`src/rtl/cv_ctrl_if.sv`:
```
// cv_ctrl_if: ColecoVision / SG-1000 controller port stage.
// Mode flip-flop, pad synchronisers, CPU read mux and spinner interrupt.
`default_nettype none

module cv_ctrl_if #(
  parameter int SYNC_STAGES = 2
) (
  input  logic       clk_i,
  input  logic       reset_n_i,
  input  logic       sg1000_i,
  input  logic [1:0] a_i,
  input  logic       ctrl_en_key_n_i,
  input  logic       ctrl_en_joy_n_i,
  input  logic       ctrl_r_n_i,
  input  logic [4:0] joy_p1_i,
  input  logic [4:0] joy_p2_i,
  input  logic [4:0] key_p1_i,
  input  logic [4:0] key_p2_i,
  input  logic [1:0] spin_p1_i,
  input  logic [1:0] spin_p2_i,
  output logic [7:0] d_o,
  output logic       int_n_o
);

  localparam int PAD_W = 24;

  logic [PAD_W-1:0] sync_q [SYNC_STAGES];
  logic [PAD_W-1:0] synced;
  logic [4:0]       joy1, joy2, key1, key2;
  logic [1:0]       spin_a, spin_b;
  logic [1:0]       spin_prev, spin_dir, pend, rise, clr;
  logic             mode, rd_prev, rd_fall, int_n_q;
  logic             p;
  logic [4:0]       jp, kp;
  logic [7:0]       rd_byte;

  // Packed pad vector: {spin_p2, spin_p1, key_p2, key_p1, joy_p2, joy_p1}
  always_ff @(posedge clk_i or negedge reset_n_i) begin
    if (!reset_n_i) begin
      for (int i = 0; i < SYNC_STAGES; i++) sync_q[i] <= '0;
    end else begin
      sync_q[0] <= {spin_p2_i, spin_p1_i, key_p2_i, key_p1_i, joy_p2_i, joy_p1_i};
      for (int i = 1; i < SYNC_STAGES; i++) sync_q[i] <= sync_q[i-1];
    end
  end

  assign synced = sync_q[SYNC_STAGES-1];
  assign joy1   = synced[4:0];
  assign joy2   = synced[9:5];
  assign key1   = synced[14:10];
  assign key2   = synced[19:15];
  assign spin_a = {synced[22], synced[20]};
  assign spin_b = {synced[23], synced[21]};

  assign rise    = spin_a & ~spin_prev;
  assign rd_fall = ~ctrl_r_n_i & rd_prev;
  assign clr     = (rd_fall && mode) ? (a_i[1] ? 2'b10 : 2'b01) : 2'b00;

  // A spinner edge on the clearing clock wins over the clear.
  always_ff @(posedge clk_i or negedge reset_n_i) begin
    if (!reset_n_i) begin
      mode      <= 1'b0;
      spin_prev <= 2'b00;
      spin_dir  <= 2'b00;
      pend      <= 2'b00;
      rd_prev   <= 1'b1;
      int_n_q   <= 1'b1;
    end else begin
      if (!sg1000_i) begin
        if (!ctrl_en_joy_n_i)      mode <= 1'b1;
        else if (!ctrl_en_key_n_i) mode <= 1'b0;
      end
      spin_prev <= spin_a;
      spin_dir  <= (spin_dir & ~rise) | (spin_b & rise);
      pend      <= sg1000_i ? 2'b00 : ((pend & ~clr) | rise);
      rd_prev   <= ctrl_r_n_i;
      int_n_q   <= sg1000_i | ~(|pend);
    end
  end

  assign p  = a_i[1];
  assign jp = p ? joy2 : joy1;
  assign kp = p ? key2 : key1;

  always_comb begin
    rd_byte = 8'hFF;
    if (sg1000_i) begin
      if (!a_i[0])
        rd_byte = {~joy2[2], ~joy2[0], ~key1[4], ~joy1[4],
                   ~joy1[1], ~joy1[3], ~joy1[2], ~joy1[0]};
      else
        rd_byte = {4'hF, ~key2[4], ~joy2[4], ~joy2[1], ~joy2[3]};
    end else if (mode) begin
      rd_byte = {1'b1, ~jp[4], 1'b1, ~spin_dir[p], ~jp[3], ~jp[2], ~jp[1], ~jp[0]};
    end else begin
      rd_byte = {1'b1, ~kp[4], 2'b11, kp[3:0]};
    end
  end

  // Reset gates the bus immediately, even mid-read.
  assign d_o     = (!reset_n_i || ctrl_r_n_i) ? 8'hFF : rd_byte;
  assign int_n_o = int_n_q;

endmodule

`default_nettype wire

```
`config.mk`:
```
export PLATFORM = sky130hd
export DESIGN_NAME = cv_ctrl_if
export DESIGN_NICKNAME = d
export VERILOG_FILES = /design/src/rtl/cv_ctrl_if.sv
export SDC_FILE = /design/constraint.sdc
export NUM_CORES = 1
export LEC_CHECK = 0
export CELL_PAD_IN_SITES_DETAIL_PLACEMENT = 2
export CELL_PAD_IN_SITES_GLOBAL_PLACEMENT = 2
export CORE_AREA = 2 2 88 69
export DETAILED_ROUTE_END_ITERATION = 10
export DIE_AREA = 0 0 90 71
export GPL_ROUTABILITY_DRIVEN = 0
export PLACE_DENSITY_LB_ADDON = 0.1
export REMOVE_ABC_BUFFERS = 1
export SLEW_MARGIN = 20
export SYNTH_ARGS = -nofsm -noshare
export SYNTH_HDL_FRONTEND = slang
export SYNTH_SLANG_ARGS = --single-unit
```
`constraint.sdc`:
```
create_clock -name clk_i -period 2 [get_ports clk_i]
set_input_delay 0.6 -clock clk_i [delete_from_list [all_inputs] [get_ports clk_i]]
set_output_delay 0.6 -clock clk_i [all_outputs]
set_load 0.005 [all_outputs]
```
### Word level (Yosys, flattened, before mapping)

Index checks and enable logic that the tools add are counted.
W data, S select, Z words.

| storage, ports and cells | value |
|---|---|
| word-level logic and storage cells | 61 |
| output and inout bits | 9 |
| bits in registers | 57 |

| operators by class | value |
|---|---|
| reduce and logical (&&, ||, !) cells | 5 |
| magnitude comparators | 1 |
| bitwise logic cells | 33 |
| equal/unequal tests | 1 |
| multiplexer cells | 13 |

Operators with widths:

| operator | count |
|---|---|
| $mux W8 | 3 |
| $not A1 Y1 | 22 |
| $mux W5 | 2 |
| $and A2 B2 Y2 | 4 |
| $mux W7 | 1 |
| $mux W2 | 3 |
| $not A2 Y2 | 3 |
| $mux W1 | 4 |
| $or A2 B2 Y2 | 2 |
| $lt A1 B2 Y1 const B | 1 |
| $ne A2 B2 Y1 const B | 1 |
| $reduce_and A2 Y1 | 1 |
| $reduce_or A2 Y1 | 1 |
| $and A1 B1 Y1 | 1 |
| $logic_and A1 B1 Y1 | 1 |
| $logic_not A1 Y1 | 1 |
| $logic_or A1 B1 Y1 | 1 |
| $or A1 B1 Y1 | 1 |

### Depth between registers and ports, before layout

Gate-level depths: netlist (run 1).

| logic depth | value |
|---|---|
| depth in word-level cells | 8 |
| gate-level depth with buffers | 4 |
| mapped depth without buffers | 3 |

### Worst setup path after synthesis (run 1)

No wires, ideal clock.

| path | value |
|---|---|
| kind | input to output |
| start point | in a_i[1] |
| end point | out d_o[1] |
| required time | 1.400 ns |
| arrival time | 1.294 ns |
| path buffers | 1 |
| stages | 4 |
| slack | 0.106 ns |
| cells stage by stage | buf_6 -> mux2_4 -> a22oi_1 -> nand3_1 |

| on the way | value |
|---|---|
| longest elaborated chain between the ends | 5 |
| elaborated cells on any way between the ends | 6 |
| those cells by class | 5 x mux; 1 x bitwise |

Ends and longest elaborated chain:

| what | line | RTL |
|---|---|---|
| start, declared | 11 | `input logic [1:0] a_i,` |
| $mux W5 | 82 | `assign jp = p ? joy2 : joy1;` |
| $not A1 Y1 | 94 | `rd_byte = {1'b1, ~jp[4], 1'b1, ~spin_dir[p], ~jp[3], ~jp[2], ~jp[1], ~jp[0]};` |
| $mux W7 * | 93 | `end else if (mode) begin` |
| $mux W8 * | 87 | `if (sg1000_i) begin` |
| $mux W8 * | 101 | `assign d_o = (!reset_n_i \|\| ctrl_r_n_i) ? 8'hFF : rd_byte;` |
| end, declared | 21 | `output logic [7:0] d_o,` |

Every way passes the cells marked *; elsewhere a longest branch is shown, timed or not.

### Worst setup path after layout (run 1)

| path | value |
|---|---|
| start point | reg mode |
| end point | out d_o[6] |

| on the way | value |
|---|---|
| longest elaborated chain between the ends | 3 |

Ends and longest elaborated chain:

| what | line | RTL |
|---|---|---|
| start, declared | 32 | `logic mode, rd_prev, rd_fall, int_n_q;` |
| start signal, assigned | 62 | `mode <= 1'b0;` |
| start signal, assigned | 70 | `if (!ctrl_en_joy_n_i) mode <= 1'b1;` |
| start signal, assigned | 71 | `else if (!ctrl_en_key_n_i) mode <= 1'b0;` |
| $mux W7 | 93 |  |
| $mux W8 | 87 |  |
| $mux W8 | 101 |  |

No other way between the ends.

==> results of run 1 <==
==> state kept, by name, indices dropped and copies added, names as in the netlist, named ones only <==
name       count
sync_q        24
synced        24
pend           2
spin_prev      2
int_n_o        1
mode           1
rd_prev        1
==> area by class of cell <==
| cell class | count | area [µm²] |
|---|---|---|
| multi-input combinational | 48 | 432 |
| tap | 78 | 97.6 |
| sequential | 57 | 1430 |
| inverter | 2 | 7.51 |
| timing repair buffer | 64 | 574 |
| fill | 557 | 2870 |
| clock inverter | 6 | 45.0 |
| clock buffer | 10 | 128 |
==> worst max-delay path by stage <==
stage	startpoint	slack, ns	endpoint	depth (start not counted)
after global routing	mode	-0.32	d_o[6]	3
final	mode	-0.25	d_o[6]	3
after detailed placement	a_i[1]	-1.02	d_o[2]	6
after CTS	mode	-0.27	d_o[6]	3
after global placement	a_i[1]	-0.97	d_o[4]	6
after floorplan	reset_n_i	0.22	d_o[5]	3
==> per-layer routing <==
layer | vias up | global-route usage, %
li1 | 521 | -
met5 | - | 0
met1 | 621 | 18.2
met3 | 9 | 8.09
met2 | 30 | 28.0
met4 | 0 | 5.64
==> logic make-up (layout without fill, tap and decap cells) <==
| logic type | after synthesis | after routing | share of synthesized area, % |
|---|---|---|---|
| DFF | 57 | 57 | 78.2 |
| muxes | 16 | 16 | 10.5 |
| AOI/OAI and AO/OA | 12 | 12 | 4.31 |
| and+or+nand+nor | 20 | 20 | 5.48 |
| buffers and inverters | 5 | 82 | 1.51 |
==> repair_timing <==
item                       CTS  global route
hold endpoints to repair     0             0
resized for setup           70             7
pin swaps                   11             7
buffers inserted            12             1
setup endpoints to repair    8             8
==> power groups by stage <==
| stage | clock (W) | sequential [W] | combinational, W |
|---|---|---|---|
| finish | 0.000918 | 0.00125 | 0.000259 |
| global route | 0.00102 | 0.00126 | 0.000282 |
| CTS | 0.000961 | 0.00125 | 0.000260 |
| detailed placement | 0 | 0.00127 | 0.000222 |
| global placement | 0 | 0.00127 | 0.000211 |
| floorplan | 0 | 0.00126 | 0.0000651 |
==> cells in the final DEF, fill, tap and decap left out, types with 2 or more instances in the layout <==
master and instances:
dfrtp_1 55, o21ai_0 5, mux2_4 4, clkbuf_8 9, dfstp_2 2, mux2_2 3, nor2b_4 2, mux2i_1 8
clkinv_4 2, nand2_1 7, a22oi_2 4, buf_2 9, clkinvlp_4 3, buf_6 9, buf_4 18, clkdlybuf4s50_1 26
nand3_1 4
==> worst register-to-register path: cells and delay by family (launching register included) <==
kind / cells / cell delay [ns]
AO/OA/AOI/OAI: 2 / 0.30
AND/OR/NAND/NOR: 1 / 0.12
buffers and inverters: 2 / 0.24
flip-flops: 1 / 0.39
==> per-stage QoR <==
step                utilization (%)  instances  hold slack, ns  setup TNS, ns  total power (W)
detailed placement             43.2        238           0.336          -7.43          0.00149
finish                         48.6        265           0.348          -1.08          0.00243
CTS                            48.8        266           0.353          -1.38          0.00247
floorplan                         -        107           0.304              0          0.00132
global route                   48.6        265           0.360          -1.62          0.00256
global placement               43.2        238           0.334          -7.14          0.00148
==> flow_metrics.py, run 1 <==
metrics = {
    "power_and_ir_drop": {
        "power_frac_clock_pct": 37.9,
        "p_sw_w": 0.000604,
        "p_comb_share_pct": 10.7,
        "power.internal_w": 0.00182,
        "p_sw_share_pct": 24.9,
        "p_leak_nw": 1.21,
        "p_per_area_nw_per_um2": 894,
        "ir_drop_mv": 0.418,
        "pwr-share-seq_pct": 51.5,
    },
    "clock_network": {
        "cts_hold_buf": 0,
        "cts_tree": "yes",
        "clk_pin_slew_ns": 0.07,
        "clock_sink_count": 57,
        "cts-htree-levels": 3,
        "clock_latency_ns": 0.34,
        "cts_buffers": 9,
        "cts-root-buf": "clkbuf_8",
        "clockBufferDepth": 2,
    },
    "place": {
        "port_buffers": 40,
        "place_hpwl_um": 3030,
        "postPlaceCellArea_um2": 2410,
        "pre_cts_slack_ns": -1.02,
    },
    "detailed_routing": {
        "drt-total-wl_um": 4590,
        "drc": 0,
        "wire_per_inst_um": 17.3,
        "dr.pass1.iters": 3,
        "wl_met1_um": 1820,
        "ant_nets": 0,
        "via_count": 1181,
        "wl_met2_um": 2450,
        "wl_met3_um": 252,
        "top_layer": "met4",
        "viasPerCell": 4.46,
        "dr.first_iter.drc_count": 48,
    },
    "timing": {
        "worst_slew_pin_slew_ns": 0.697,
        "slew_violations": 0,
        "rsz0062_at_grt": "true",
        "period_share_pct": 113,
        "final.min_clock_period_ns": 2.25,
        "clock_skew_ns": 0.00557,
        "relSlewSlack_pct": 53.5,
        "worst_slack_ns": -0.251,
        "max_freq_mhz": 444,
        "hold_violations": 0,
        "setup_violations": 6,
    },
    "synthesis": {
        "synth.distinct_cells": 23,
        "synthArstFlopShare_pct": 100,
        "synthFlopType": "dfrtp_1",
        "syn_area_um2": 1830,
        "synth_edf_count": 0,
        "yosysWarnings": 0,
        "ys_ff_latch": 57,
        "synth_top_area_share_pct": 75.3,
        "ys_top_cells_by_area": "dfrtp_1 75%, mux2i_1 4.4%, dfstp_2 2.9%",
        "syn_area_per_cell_um2": 16.6,
        "seq_area_frac_synth_pct": 78.2,
        "synth_top_cell_by_area": "dfrtp_1",
        "synth_common_cells": "55 x dfrtp_1, 8 x mux2i_1, 7 x nand2_1",
        "synth_cells": 110,
        "yosysMostFrequentCell": "dfrtp_1",
    },
    "layout": {
        "nets": 214,
        "final_layout_size_suffix_gt1_share_pct": 39.0,
        "area_growth_syn_to_layout_pct": 48.4,
        "final_area_um2": 2710,
        "diodes": 0,
    },
    "setup_path": {
        "worstReg2RegStart": "mode",
        "critical_path_class": "register to primary output",
        "critPathBufInv": 1,
        "cp-end-kind": "primary output",
        "r2r.worst_path.cells": 5,
        "worst_setup_path_start_kind": "register",
        "r2r_slack_ns": 0.82,
        "cp_slowest_cell": "mux4_2",
        "crit_family": "multiplexers",
        "crit_chain": "mux4_2 > a32oi_2 > buf_2",
        "critPathRequiredTime_ns": 1.40,
        "cp.arrival_ns": 1.65,
        "cp_max_fo": 2,
        "max_stage_delay_ns": 0.52,
        "r2r-end": "pend[0]",
    },
    "hold_path": {
        "hp-class": "register to register",
        "hold_path_end": "synced[0]",
        "min-delay-start": "sync_q[24]",
        "hold-path-cell-count": 0,
    },
    "global_route": {
        "grt_pass1_vias": 1431,
        "grt_max_degree": 58,
        "track_usage_pct": 16.4,
        "grt_pass1_wl_um": 7530,
        "grt-ovfl-total": 0,
        "antenna_found_initial": 0,
    },
    "outcome": {
        "violations": "negative setup slack",
        "outcome": "finished, violations left",
    },
    "floorplanning": {
        "fp.dieArea_um2": 6390,
        "die_x_um": 90,
        "num_rows": 24,
        "die_y_um": 71,
        "io_pins": 41,
        "coreArea_um2": 5590,
        "start_util_pct": 32.7,
    },
    "flow_run": {
        "max-cap-violations": 0,
    },
}
Power figures use the tool's default switching activity.
==> run 2: changes to the inputs <==
Settings changed: CORE_AREA 2 2 88 69 to 2 2 92 72, DIE_AREA 0 0 90 71 to 0 0 94 74.
Clock period 2 ns to 1.9 ns, I/O delays scaled along.
==> run 2 against run 1 <==
Compared with the run above: register-to-register slack worse by 0.03 ns; first-iteration DRC count is 10% higher; sequential power is 5% higher; the run still ends with negative setup slack left; final area is 1.6% higher; largest cell class unchanged; critical path type unchanged; clock power is 31% higher; routed wire length is 8.0% lower; die area is 8.9% higher; non-clock buffer count is 3 lower.
==> flow_metrics.py, run 2 (synthesized netlist as in run 1, its figures left out) <==
metrics = {
    "timing": {
        "relSlewSlack_pct": 54.2,
        "final.min_clock_period_ns": 2.26,
        "clock_skew_ns": 0.00403,
        "worst_slack_ns": -0.358,
        "period_share_pct": 119,
        "hold_violations": 0,
        "worst_slew_pin_slew_ns": 0.687,
        "max_freq_mhz": 443,
        "slew_violations": 0,
        "setup_violations": 6,
        "rsz0062_at_grt": "true",
        "fin_tns_setup_ns": -1.43,
    },
    "clock_network": {
        "cts-htree-levels": 3,
        "cts_tree": "yes",
        "clk_pin_slew_ns": 0.06,
        "cts_buffers": 9,
        "cts-root-buf": "clkbuf_8",
        "clockBufferDepth": 2,
        "clock_sink_count": 57,
        "clock_latency_ns": 0.33,
    },
    "layout": {
        "final_cells": 264,
        "nets": 211,
        "final_common_cell": "dfrtp_1",
        "area_growth_syn_to_layout_pct": 50.7,
        "final_cell_mix": "55 x dfrtp_1, 26 x clkdlybuf4s50_1, 15 x buf_4, 10 x clkbuf_8",
        "final_layout_size_suffix_gt1_share_pct": 37.2,
        "diodes": 0,
        "final_area_um2": 2760,
    },
    "power_and_ir_drop": {
        "p_per_area_nw_per_um2": 1010,
        "p_leak_nw": 1.22,
        "ir_drop_mv": 0.383,
    },
    "place": {
        "postPlaceCellArea_um2": 2420,
        "place_hpwl_um": 2810,
        "place_inst": 242,
        "port_buffers": 40,
    },
    "floorplanning": {
        "start_util_pct": 30.0,
        "num_rows": 25,
        "fp.dieArea_um2": 6960,
        "io_pins": 41,
        "die_y_um": 74,
        "die_x_um": 94,
        "coreArea_um2": 6100,
    },
    "global_route": {
        "track_usage_pct": 14.5,
        "grt-ovfl-total": 0,
        "antenna_found_initial": 0,
        "grt_pass1_vias": 1334,
        "grt_pass1_wl_um": 6990,
        "grt_max_degree": 58,
    },
    "detailed_routing": {
        "via_count": 1136,
        "dr.first_iter.drc_count": 53,
        "drc": 0,
        "viasPerCell": 4.30,
        "ant_nets": 0,
        "dr.pass1.iters": 4,
        "wire_per_inst_um": 16.0,
        "drt-total-wl_um": 4220,
    },
    "setup_path": {
        "critical_path_class": "register to primary output",
        "cp.arrival_ns": 1.69,
        "cp_max_fo": 2,
        "cp-end-kind": "primary output",
        "r2r_slack_ns": 0.79,
        "critPathRequiredTime_ns": 1.33,
        "worst_setup_path_start_kind": "register",
    },
    "outcome": {
        "outcome": "finished, violations left",
        "violations": "negative setup slack",
    },
    "hold_path": {
        "hp-class": "register to register",
    },
    "flow_run": {
        "max-cap-violations": 0,
    },
}
==> run 2: cell count changes in the layout (fill, tap and decap cells not counted), moves of 2 or more <==
cell / delta
buf_4: -3
bufinv_16: +2
clkinv_4: -2
clkinvlp_4: -3
==> run 2: path summary, 6_finish.rpt <==
check,endpoint,cells after the start,from
min,synced[23],0,sync_q[47]
max reg2reg,pend[1],5,mode
max,d_o[6],4,mode
min reg2reg,synced[23],0,sync_q[47]
max in group asynchronous,sync_q[31],2,reset_n_i
min in group asynchronous,synced[10],2,reset_n_i
==> run 2: worst max-delay path, stage by stage, from the launching register on <==
cell and delay (ns):
dfrtp_1 0.39, buf_6 0.12, mux4_2 0.51, a32oi_2 0.19, buf_2 0.14
==> run 2: through the flow <==
stage	worst slack (ns)	hold WS [ns]	util, %	total power [W]
6_report	-0.358	0.346	45.2	0.00279
5_1_grt	-0.402	0.360	45.2	0.00291
4_1_cts	-0.354	0.351	45.2	0.00284
3_5_place_dp	-1.04	0.336	39.7	0.00157
3_3_place_gp	-1.01	0.334	39.7	0.00156
2_1_floorplan	0.179	0.274	-	0.00139
==> run 2: where the power goes <==
part	leakage, nW	internal [W]	switching, W
logic	0.453	0.000165	0.000108
clock network	0.106	0.000765	0.000437
registers	0.665	0.00128	0.0000291
total	1.22	0.00221	0.000574
==> run 2: final cells by class <==
cell class / count / area [µm²]
Timing Repair Buffer: 61 / 574
Inverter: 2 / 7.51
Fill cell: 589 / 3340
Multi-Input combinational cell: 48 / 433
Clock inverter: 3 / 65.1
Clock buffer: 12 / 145
Tap cell: 81 / 101
Sequential cell: 57 / 1430
==> run 2: layer usage <==
metal / up-vias / wire length (µm) / GRT usage (%)
met3: 9 / 245 / 6.48
li1: 510 / - / -
met5: - / 0 / 0
met2: 36 / 2150 / 24.0
met1: 581 / 1750 / 16.4
met4: 0 / 72 / 6.28
==> run 2: timing repair <==
action                     CTS  global route
cloned                       1             0
setup buffers                6             0
pin swaps                    8             3
resized for setup           76             2
hold endpoints to repair     0             0
hold buffers                 0             0
setup endpoints to repair    9             6
